## src/rtl/ramp_sequencer_pkg.sv

```systemverilog
// ramp_sequencer_pkg: shared state encoding for the ramp sequencer
package ramp_sequencer_pkg;
    typedef enum logic [1:0] {
        IDLE  = 2'd0,
        RAMP  = 2'd1,
        DWELL = 2'd2
    } state_t;
endpackage

```

## src/rtl/ramp_sequencer_tick_prescaler.sv

```systemverilog
// ramp_sequencer_tick_prescaler: counts 0..divider and ticks on the last count while enabled
module ramp_sequencer_tick_prescaler #(
    parameter int divider_width = 8
) (
    input  logic                     clock,
    input  logic                     reset_n,
    input  logic                     clear,
    input  logic                     enable,
    input  logic [divider_width-1:0] divider,
    output logic                     tick
);
    logic [divider_width-1:0] count;

    assign tick = enable && (count == divider);

    // restart on clear or after each tick, otherwise advance while enabled
    always_ff @(posedge clock) begin
        if (!reset_n) count <= '0;
        else if (clear || tick) count <= '0;
        else if (enable) count <= count + divider_width'(1);
    end
endmodule

```

## src/rtl/ramp_sequencer.sv

```systemverilog
// ramp_sequencer: slews output_value toward handshaked setpoints, dwells, then reports done
module ramp_sequencer
    import ramp_sequencer_pkg::*;
#(
    parameter int                  bitwidth      = 8,
    parameter int                  dwell_width   = 16,
    parameter int                  divider_width = 8,
    parameter logic [bitwidth-1:0] initial_value = '0
) (
    input  logic                     clock,
    input  logic                     reset_n,
    input  logic [bitwidth-1:0]      setpoint_value,
    input  logic [dwell_width-1:0]   setpoint_dwell,
    input  logic [divider_width-1:0] step_divider,
    input  logic                     setpoint_valid,
    output logic                     setpoint_ready,
    input  logic                     abort,
    output logic [bitwidth-1:0]      output_value,
    output logic                     busy,
    output logic                     arrived,
    output logic                     done
);
    state_t                   state, state_next;
    logic [bitwidth-1:0]      target, target_next, value_next;
    logic [dwell_width-1:0]   dwell, dwell_next, dwell_cnt, dwell_cnt_next;
    logic [divider_width-1:0] divider, divider_next;
    logic                     arrived_next, done_next, clear, tick;

    assign setpoint_ready = (state == IDLE) && !abort;
    assign busy           = (state != IDLE);

    ramp_sequencer_tick_prescaler #(.divider_width(divider_width)) u_prescaler (
        .clock   (clock),
        .reset_n (reset_n),
        .clear   (clear),
        .enable  (state == RAMP),
        .divider (divider),
        .tick    (tick)
    );

    // register state, latched command, counters and the pulse outputs
    always_ff @(posedge clock) begin
        if (!reset_n) begin
            state        <= IDLE;
            output_value <= initial_value;
            target       <= '0;
            dwell        <= '0;
            divider      <= '0;
            dwell_cnt    <= '0;
            arrived      <= 1'b0;
            done         <= 1'b0;
        end else begin
            state        <= state_next;
            output_value <= value_next;
            target       <= target_next;
            dwell        <= dwell_next;
            divider      <= divider_next;
            dwell_cnt    <= dwell_cnt_next;
            arrived      <= arrived_next;
            done         <= done_next;
        end
    end

    // next state: abort wins and freezes the output; arrival beats stepping in RAMP
    always_comb begin
        state_next     = state;
        value_next     = output_value;
        target_next    = target;
        dwell_next     = dwell;
        divider_next   = divider;
        dwell_cnt_next = dwell_cnt;
        arrived_next   = 1'b0;
        done_next      = 1'b0;
        clear          = 1'b0;
        if (abort) begin
            state_next = IDLE;
        end else begin
            case (state)
                IDLE: begin
                    if (setpoint_valid) begin
                        target_next  = setpoint_value;
                        dwell_next   = setpoint_dwell;
                        divider_next = step_divider;
                        clear        = 1'b1;
                        state_next   = RAMP;
                    end
                end
                RAMP: begin
                    if (output_value == target) begin
                        arrived_next   = 1'b1;
                        dwell_cnt_next = dwell;
                        state_next     = DWELL;
                    end else if (tick) begin
                        value_next = (output_value < target) ? output_value + bitwidth'(1)
                                                             : output_value - bitwidth'(1);
                    end
                end
                DWELL: begin
                    if (dwell_cnt == '0) begin
                        done_next  = 1'b1;
                        state_next = IDLE;
                    end else begin
                        dwell_cnt_next = dwell_cnt - dwell_width'(1);
                    end
                end
                default: state_next = IDLE;
            endcase
        end
    end
endmodule
```

## config.mk

```make
export PLATFORM = sky130hd
export DESIGN_NAME = ramp_sequencer
export DESIGN_NICKNAME = d
export VERILOG_FILES = /design/src/rtl/ramp_sequencer_pkg.sv /design/src/rtl/ramp_sequencer_tick_prescaler.sv /design/src/rtl/ramp_sequencer.sv
export SDC_FILE = /design/constraint.sdc
export NUM_CORES = 1
export LEC_CHECK = 0
export CORE_AREA = 2 2 80 82
export CTS_BUF_LIST = sky130_fd_sc_hd__clkbuf_4 sky130_fd_sc_hd__clkbuf_8
export DETAILED_ROUTE_END_ITERATION = 8
export DIE_AREA = 0 0 82 84
export GPL_TIMING_DRIVEN = 0
export PLACE_DENSITY = 0.85
export SYNTH_ARGS = -nofsm -noshare
export SYNTH_HDL_FRONTEND = slang
export SYNTH_SLANG_ARGS = --single-unit
```

## constraint.sdc

```tcl
create_clock -name clock -period 7.6 [get_ports clock]
set_input_delay 1.14 -clock clock [delete_from_list [all_inputs] [get_ports clock]]
set_output_delay 1.14 -clock clock [all_outputs]
set_load 0.05 [all_outputs]
```

==> results_dict.tcl, run 1 <==
set metrics [dict create \
    status "completed" \
    drcViolationCount 0 \
    core_um2 6100 \
    finalHoldViolations 0 \
    finish.utilization_pct 70.8 \
    detail_route.vias_per_cell 5.58 \
    ctsResizeCount 0 \
    whs_ns 0.458 \
    die_w_um 82 \
    p_sw_share_pct 27.7 \
    grt_max_degree 12 \
    cp-endpoint "setpoint_ready" \
    ioPinCount 48 \
    worstMarginPinSlew_ns 0.667 \
    ys.flop_type "dfxtp_1" \
    setup_slack_ns 3.69 \
    clk_latency_ns 0.34 \
    drtPass1Iterations 4 \
    worstPathArrival_ns 2.77 \
    async_flop_share_pct 0 \
    path_clk_slew_ns 0.07 \
    cap_violations 0 \
    grt_pass1_vias 3184 \
    detail_route.wl_per_cell_um 14.6 \
    dp_slack_ns 3.68 \
    cts_buffer_depth 2 \
    yosysSeqAreaShare_pct 38.3 \
    die_area_um2 6890 \
    power.total_mw 0.785 \
    path_buf_inv 2 \
    cts_setup_buffers 0 \
    comb_power_share_pct 16.9 \
    fp.dieH_um 84 \
    tritoncts "yes" \
    yosysTopAreaCell "dfxtp_1" \
    avgSynthCellArea_um2 7.96 \
    port_buffers 47 \
    yosys.area.top_type_share_pct 38.3 \
    vdd_drop_max_v 0.000106 \
    drt_iter0_markers 160 \
    root_buffer "clkbuf_8" \
    cts.htree.levels 3 \
    slew_violations 0 \
    synth_edf_count 0 \
    post_synth_instance_area_um2 3560 \
    drt_wl_total_mm 8.55 \
    grt_pass1_wl_mm 14.5 \
    syn_to_final_growth_pct 21.2 \
    crit_family "buffers and inverters" \
    grt.total_usage_pct 27.0 \
    maxSlewHeadroom_pct 55.5 \
    layout-drive-gt1-share_pct 10.6 \
    intPower_mw 0.567 \
    setup_viol 0 \
    cpPeakStageDelay_ns 0.84 \
    hold_class "register to register" \
    diodes 0 \
    cts_buffers 9 \
    rrSetupSlack_ns 3.86 \
    worstReg2RegEnd "output_value[7]" \
    pwr-share-seq_pct 47.7 \
    rows 29 \
    clock_skew_ns 0.00819 \
    r2r_start "output_value[1]" \
    postRouteAntennaNets 0 \
    synthesis.nets 500 \
    rsz0062_at_grt "no" \
    cp_common_cell "clkdlybuf4s50_1" \
    p_per_area_nw_per_um2 182 \
    timing.fmax_ghz 0.256 \
    path_max_fanout 5 \
    critPathLaunchType "input pin" \
    clockPowerShare_pct 35.5 \
    fillCellCount 480 \
    crit_type "input pin to output port" \
    antenna_found_initial 0 \
    cts.sinks 68 \
    start_util_pct 58.4 \
    gp_congestion 0.846 \
    crit_cells 3 \
    yosys_warnings 0 \
    fin_nets 558 \
    vias 3274 \
    p_leak_nw 1.58 \
    yosysUniqueCellTypes 52 \
    worst_r2r_path_depth 12 \
    crit_chain "clkdlybuf4s50_1 -> nor2_1 -> clkdlybuf4s50_1" \
    synthCells 447 \
    synth_seq_cells 68 \
    overflow 0 \
    slowest_stage "clkdlybuf4s50_1" \
    cp_data_required_time_ns 6.46 \
    setup.worst_path.end_class "output port" \
    fin_setup_tns_ns 0 \
    synth_area_leaders "dfxtp_1 38%, nand2_1 8.8%, a21oi_1 8.3%" \
    dp_hpwl_mm 6.21 \
    postCtsHoldBufs 0 \
    p_sw_mw 0.217 \
    fin_crit_sh_pct 51.5 \
    post-route-min-period_ns 3.91 \
    crit_start "abort" \
]
==> worst min-delay path by stage <==
stage	startpoint	cells after the start	to
after CTS	dwell[10]	2	dwell[10]
after global placement	dwell[10]	2	dwell[10]
final	dwell[10]	2	dwell[10]
after detailed placement	dwell[10]	2	dwell[10]
after floorplan	target[1]	2	target[1]
after global routing	dwell[5]	2	dwell[5]
==> stage by stage <==
step                      std cells  instance area, µm²
after floorplan                 447                3560
after global placement          571                4130
after detailed placement        571                4130
after CTS                       587                4310
after global routing            587                4310
final                           587                4310
==> tightest hold or removal path, cell delays in order, from the launching register on <==
cell     delay [ns]
dfxtp_1        0.31
nand2_1        0.05
a21oi_1        0.05
==> cell families (layout without fill, tap and decap cells) <==
logic type | count (synthesis) | count (layout) | share of synthesized area [%]
AOI/OAI and AO/OA | 110 | 110 | 18.8
DFF | 68 | 68 | 38.3
adders and majority gates | 17 | 17 | 6.19
and+or+nand+nor | 192 | 192 | 26.0
muxes | 6 | 6 | 1.69
buffers and inverters | 35 | 98 | 4.36
xor gates and xnor gates | 19 | 19 | 4.68
==> state kept, by name, summed over array words and instances, names as in the netlist <==
register,count
dwell,16
divider,8
done,1
output_value,8
target,8
state,2
arrived,1
dwell_cnt,16
u_prescaler.count,8
==> placed cells by master, fill, tap and decap left out, drive strengths merged, types with 2 or more instances in the layout <==
master / instances
inv: 14
xnor2: 7
nor2b: 3
a2111oi: 2
and4: 2
nand3b: 3
clkdlybuf4s50: 47
ha: 16
buf: 4
nand3: 14
or2: 8
nand2b: 5
or3: 4
o211ai: 3
nor4: 7
nor2: 39
clkinv: 3
mux2i: 6
and2: 2
clkbuf: 29
xor2: 12
nand4: 5
a211o: 2
a21oi: 67
or4: 3
a21o: 8
nand2: 83
dfxtp: 68
a22oi: 2
o21ai: 19
nor3: 11
==> routing by layer <==
| metal | vias to the layer above | wire, µm | GRT usage (%) |
|---|---|---|---|
| met3 | 10 | 335 | 3.68 |
| met4 | 0 | 108 | 8.18 |
| met5 | - | 0 | 0 |
| met2 | 70 | 4170 | 45.8 |
| met1 | 1536 | 3930 | 35.0 |
| li1 | 1658 | - | - |
==> power by group through the flow <==
| stage | registers, mW | logic [mW] | clock network (mW) |
|---|---|---|---|
| floorplan | 0.383 | 0.0843 | 0 |
| global placement | 0.381 | 0.125 | 0 |
| detailed placement | 0.382 | 0.131 | 0 |
| CTS | 0.374 | 0.132 | 0.280 |
| global route | 0.375 | 0.148 | 0.298 |
| finish | 0.374 | 0.132 | 0.278 |
==> layout make-up <==
cell class	count	area, µm²	area share (%)
repair buffers	47	470	10.9
plain buffers	21	103	2.38
multi-input cells	344	2040	47.3
flip-flops and latches	68	1360	31.6
clock inverters	4	22.5	0.522
clock buffers	12	165	3.83
inverters	14	52.6	1.22
well taps	77	96.3	2.23
==> cell usage after synthesis, types with 8 or more instances <==
library cell and number:
a21oi_1 59, a21oi_2 8, clkbuf_1 17, dfxtp_1 68, ha_1 16, inv_1 13
nand2_1 83, nand3_1 14, nor2_1 38, nor3_1 9, o21ai_1 14, or2_2 8
xor2_1 12
No activity file was read; power rests on OpenSTA's default activity.
==> run 2: changes to the inputs <==
--- a/config.mk
+++ b/config.mk
@@ -5,12 +5,12 @@
 export SDC_FILE = /design/constraint.sdc
 export NUM_CORES = 1
 export LEC_CHECK = 0
-export CORE_AREA = 2 2 80 82
+export CORE_AREA = 2 2 87 89
 export CTS_BUF_LIST = sky130_fd_sc_hd__clkbuf_4 sky130_fd_sc_hd__clkbuf_8
 export DETAILED_ROUTE_END_ITERATION = 8
-export DIE_AREA = 0 0 82 84
+export DIE_AREA = 0 0 89 91
 export GPL_TIMING_DRIVEN = 0
-export PLACE_DENSITY = 0.85
+export PLACE_DENSITY = 0.76
 export SYNTH_ARGS = -nofsm -noshare
 export SYNTH_HDL_FRONTEND = slang
 export SYNTH_SLANG_ARGS = --single-unit
==> constraint.sdc (replaced) <==
create_clock -name clock -period 3.4 [get_ports clock]
set_input_delay 0.51 -clock clock [delete_from_list [all_inputs] [get_ports clock]]
set_output_delay 0.51 -clock clock [all_outputs]
set_load 0.05 [all_outputs]
==> results_dict.tcl, run 2 (synthesis gave the netlist of run 1 again) <==
set metrics [dict create \
    setup_viol 0 \
    finalHoldViolations 0 \
    drtPass1Iterations 4 \
    fin_nets 567 \
    placed_area_um2 4160 \
    path_clk_slew_ns 0.08 \
    grt.total_usage_pct 23.1 \
    largestRegisters "dwell (16), dwell_cnt (16)" \
    cap_violations 0 \
    syn_to_final_growth_pct 27.5 \
    detail_route.wl_per_cell_um 14.9 \
    root_buffer "clkbuf_8" \
    worstMarginPinSlew_ns 0.634 \
    cts.htree.levels 3 \
    crit_start "output_value[1]" \
    critPathLaunchType "register" \
    min_path_cells 2 \
    intPower_mw 1.35 \
    p_sw_mw 0.530 \
    cts.sinks 68 \
    grt_max_degree 12 \
    worstReg2RegEnd "output_value[7]" \
    min_to "dwell[10]" \
    clock_skew_ns 0.0123 \
    cp_data_required_time_ns 3.68 \
    timing.fmax_ghz 0.296 \
    status "completed" \
    final_cell_mix "83 x nand2_1, 60 x dfxtp_1, 56 x a21oi_1" \
    post-route-min-period_ns 3.38 \
    p_leak_nw 1.63 \
    path_max_fanout 7 \
    fin_crit_sh_pct 99.5 \
    whs_ns 0.459 \
    start_util_pct 49.9 \
    p_per_area_nw_per_um2 414 \
    drcViolationCount 0 \
    worst_r2r_path_depth 12 \
    cts_buffer_depth 2 \
    overflow 0 \
    tritoncts "yes" \
    crit_type "register to register" \
    die_area_um2 8100 \
    port_buffers 47 \
    detail_route.vias_per_cell 5.46 \
    drt_iter0_markers 161 \
    holdCritStartpoint "dwell[10]" \
    diodes 0 \
    core_um2 7140 \
    worstPathArrival_ns 3.66 \
    hold_class "register to register" \
    pwr-share-seq_pct 44.5 \
    rows 31 \
    postRouteAntennaNets 0 \
    p_sw_share_pct 28.2 \
    dp_hpwl_mm 6.22 \
    fp.dieH_um 91 \
    final_area_um2 4540 \
    clockPowerShare_pct 35.5 \
    antenna_found_initial 0 \
    die_w_um 89 \
    layout-drive-gt1-share_pct 16.2 \
    grt_pass1_wl_mm 14.7 \
    rrSetupSlack_ns 0.02 \
    fin_setup_tns_ns 0 \
    slew_violations 0 \
    ioPinCount 48 \
    clk_latency_ns 0.35 \
    comb_power_share_pct 20.0 \
    postCtsHoldBufs 0 \
    vdd_drop_max_v 0.000255 \
    drt_wl_total_mm 9.24 \
    cts_buffers 9 \
    fillCellCount 656 \
    r2r_start "output_value[1]" \
    layout_commonest_cell "nand2_1" \
    setup.worst_path.end_class "register" \
    rsz0062_at_grt "yes" \
    vias 3373 \
    grt_pass1_vias 3196 \
    maxSlewHeadroom_pct 57.5 \
    gp_congestion 0.891 \
]
[run 2: cell count changes in the layout (fill, tap and decap cells not counted), moves of 2 or more]
cell      delta
dfxtp_2      +7
clkbuf_4     +2
clkbuf_8     -3
ha_4         +6
ha_1         -6
buf_4        +9
dfxtp_1      -8
a21oi_1      -3
a21oi_2      +3
[run 2: layout make-up]
cell class,instances,area [µm²],area share [%]
plain buffers,21,103,2.26
repair buffers,56,538,11.9
multi-input cells,344,2150,47.5
inverters,14,52.6,1.16
well taps,99,124,2.73
clock buffers,11,139,3.06
clock inverters,5,52.6,1.16
flip-flops and latches,68,1370,30.3
[run 2: timing repair]
item                                    CTS  global route
resized for setup                         8             7
setup buffers                             5             4
pin swaps                                 8             7
endpoints found under the setup margin    1             1
[run 2: layer usage]
layer / wire length (µm) / track usage, % / part of all wire (%)
met2: 4500 / 37.4 / 49
met5: 0 / 0 / 0
met3: 447 / 4.64 / 4.8
met4: 214 / 7.71 / 2.3
met1: 4080 / 30.3 / 44
[run 2: worst max path at each step]
stage	end	slack, ns
after detailed placement	output_value[7]	-0.22
final	output_value[7]	0.02
after CTS	output_value[7]	0.02
after global placement	output_value[7]	-0.14
after global routing	output_value[7]	-0.13
after floorplan	output_value[7]	0.05
[run 2: worst max-delay path, cell delays in order, from the launching register on]
cell and delay, ns:
dfxtp_4 0.36, ha_4 0.24, nor2b_1 0.12, o211ai_1 0.21, a21oi_2 0.10, or3_4 0.48, ha_4 0.32, nand3_2 0.09
o211ai_1 0.24, o21bai_1 0.16, or4_4 0.45, a2111oi_4 0.33, mux2i_1 0.22
[run 2: power groups by stage]
| stage | clock, mW | sequential, mW | combinational [mW] |
|---|---|---|---|
| 2_1_floorplan | 0 | 0.857 | 0.188 |
| 3_3_place_gp | 0 | 0.852 | 0.282 |
| 3_5_place_dp | 0 | 0.853 | 0.290 |
| 4_1_cts | 0.668 | 0.835 | 0.339 |
| 5_1_grt | 0.714 | 0.838 | 0.408 |
| 6_report | 0.667 | 0.836 | 0.377 |
[run 2: per-stage QoR]
stage / setup WS, ns / util (%) / power, mW / cells
after detailed placement: -0.216 / 58.3 / 1.14 / 593
after global placement: -0.141 / 58.3 / 1.13 / 593
after global routing: -0.127 / 63.6 / 1.96 / 618
after floorplan: 0.0453 / - / 1.05 / 447
final: 0.0175 / 63.6 / 1.88 / 618
after CTS: 0.0153 / 62.6 / 1.84 / 614
==> run 3: changes to the inputs <==
--- a/config.mk
+++ b/config.mk
@@ -5,12 +5,14 @@
 export SDC_FILE = /design/constraint.sdc
 export NUM_CORES = 1
 export LEC_CHECK = 0
-export CORE_AREA = 2 2 87 89
+export CELL_PAD_IN_SITES_DETAIL_PLACEMENT = 1
+export CELL_PAD_IN_SITES_GLOBAL_PLACEMENT = 1
+export CORE_AREA = 2 2 92 94
 export CTS_BUF_LIST = sky130_fd_sc_hd__clkbuf_4 sky130_fd_sc_hd__clkbuf_8
 export DETAILED_ROUTE_END_ITERATION = 8
-export DIE_AREA = 0 0 89 91
+export DIE_AREA = 0 0 94 96
 export GPL_TIMING_DRIVEN = 0
-export PLACE_DENSITY = 0.76
+export PLACE_DENSITY_LB_ADDON = 0.1
 export SYNTH_ARGS = -nofsm -noshare
 export SYNTH_HDL_FRONTEND = slang
 export SYNTH_SLANG_ARGS = --single-unit
==> constraint.sdc (replaced) <==
create_clock -name clock -period 4.4 [get_ports clock]
set_input_delay 0.66 -clock clock [delete_from_list [all_inputs] [get_ports clock]]
set_output_delay 0.66 -clock clock [all_outputs]
set_load 0.05 [all_outputs]
==> results_dict.tcl, run 3 (synthesis gave the netlist of run 1 again) <==
set metrics [dict create \
    status "completed" \
    antenna_found_initial 0 \
    p_sw_mw 0.391 \
    vdd_drop_max_v 0.000144 \
    p_sw_share_pct 28.5 \
    vias 3340 \
    fin_setup_tns_ns 0 \
    detail_route.wl_per_cell_um 16.1 \
    largestRegisters "dwell (16), dwell_cnt (16)" \
    layout_commonest_cell "nand2_1" \
    diodes 0 \
    postRouteAntennaNets 0 \
    drt_wl_total_mm 9.89 \
    cap_violations 0 \
    clock_skew_ns 0.0122 \
    rows 33 \
    crit_chain "ha_1 -> nor2b_1 -> o211ai_1 -> a21oi_1 -> or3_1 -> ha_1 -> nand3_1 -> o211ai_1 -> o21bai_1 -> or4_1 -> a2111oi_2 -> mux2i_1" \
    drcViolationCount 0 \
    layout-drive-gt1-share_pct 10.6 \
    p_per_area_nw_per_um2 316 \
    start_util_pct 44.2 \
    min_path_cells 2 \
    cpPeakStageDelay_ns 0.52 \
    fp.dieH_um 96 \
    grt_max_degree 12 \
    post-route-min-period_ns 3.72 \
    setup_viol 0 \
    intPower_mw 0.981 \
    slew_violations 0 \
    dp_hpwl_mm 7.43 \
    path_clk_slew_ns 0.08 \
    clockPowerShare_pct 35.8 \
    worstReg2RegEnd "output_value[7]" \
    root_buffer "clkbuf_8" \
    min_to "dwell[9]" \
    ioPinCount 48 \
    multiInputGateArea_um2 2040 \
    critPathLaunchType "register" \
    port_buffers 47 \
    final_cell_mix "83 x nand2_1, 68 x dfxtp_1, 59 x a21oi_1" \
    cts_buffer_depth 2 \
    grt_pass1_vias 3367 \
    hold_class "register to register" \
    setup.worst_path.end_class "register" \
    fin_crit_sh_pct 84.4 \
    finalHoldViolations 0 \
    ctsResizeCount 0 \
    path_max_fanout 7 \
    p_leak_nw 1.58 \
    cts.sinks 68 \
    grt.total_usage_pct 23.2 \
    tritoncts "yes" \
    worst_r2r_path_depth 12 \
    drt_iter0_markers 90 \
    rsz0062_at_grt "no" \
    comb_power_share_pct 17.2 \
    maxSlewHeadroom_pct 55.0 \
    worstMarginPinSlew_ns 0.671 \
    timing.fmax_ghz 0.269 \
    seq_area_um2 1360 \
    worstPathArrival_ns 3.99 \
    crit_type "register to register" \
    power.total_mw 1.37 \
    die_w_um 94 \
    cts_setup_buffers 0 \
    r2r_start "output_value[1]" \
    cts.htree.levels 3 \
    fillCellCount 996 \
    cp_data_required_time_ns 4.68 \
    core_um2 8050 \
    die_area_um2 9020 \
    postCtsHoldBufs 0 \
    slowest_stage "or3_1" \
    gp_congestion 0.819 \
    detail_route.vias_per_cell 5.43 \
    rrSetupSlack_ns 0.68 \
    cts_buffers 9 \
    overflow 0 \
    holdCritStartpoint "dwell[9]" \
    drtPass1Iterations 4 \
    syn_to_final_growth_pct 22.2 \
    clk_latency_ns 0.35 \
    fin_nets 558 \
    pwr-share-seq_pct 47.0 \
    grt_pass1_wl_mm 16.3 \
]
-- run 3: changes by cell type in the layout (fill, tap and decap cells not counted), moves of 2 or more --
cell      delta
buf_4        -9
clkbuf_4     -2
ha_4         -6
dfxtp_1      +8
clkbuf_8     +3
dfxtp_2      -7
a21oi_1      +3
a21oi_2      -3
ha_1         +6
-- run 3: worst max path at each step --
stage,to,slack [ns],startpoint,depth (start not counted)
global route,output_value[7],0.39,output_value[1],12
detailed placement,output_value[7],0.70,output_value[1],12
global placement,output_value[7],0.81,output_value[1],12
floorplan,output_value[7],0.73,output_value[1],12
finish,output_value[7],0.68,output_value[1],12
CTS,output_value[7],0.66,output_value[1],12
-- run 3: area by class of cell --
type	instances	share of cell area (%)
tap	105	3.02
clock buffer	12	3.80
multi-input combinational	344	47.0
timing repair buffer	47	10.8
sequential	68	31.3
clock inverter	4	0.518
inverter	14	1.21
buffer	21	2.36
-- run 3: routing by layer --
layer | track usage, % | vias to the layer above | share of wire [%]
li1 | - | 1662 | -
met1 | 27.5 | 1596 | 44
met2 | 42.7 | 64 | 50
met3 | 3.13 | 18 | 3.2
met4 | 8.45 | 0 | 2.0
met5 | 0 | - | 0
-- run 3: worst max-delay path, delay by kind of cell, from the launching register on --
family | cells | cell delay [ns]
AND/OR/NAND/NOR | 4 | 1.20
AO/OA/AOI/OAI | 5 | 1.01
adder cells (fa/ha/maj) | 2 | 0.77
flip-flops | 1 | 0.44
multiplexers | 1 | 0.22
-- run 3: through the flow --
step	hold WS, ns	area (µm²)	instances	setup slack (ns)	utilization [%]
global route	0.478	4350	615	0.391	54.0
floorplan	0.436	3560	447	0.733	-
finish	0.456	4350	615	0.684	54.0
detailed placement	0.447	4160	599	0.698	51.7
CTS	0.458	4350	615	0.660	54.0
global placement	0.445	4160	599	0.815	51.7
-- run 3: power groups by stage --
stage | Sequential [mW] | Combinational, mW | Clock, mW
after global routing | 0.647 | 0.261 | 0.525
after detailed placement | 0.659 | 0.235 | 0
after global placement | 0.659 | 0.223 | 0
final | 0.645 | 0.236 | 0.492
after CTS | 0.645 | 0.237 | 0.501
after floorplan | 0.662 | 0.146 | 0
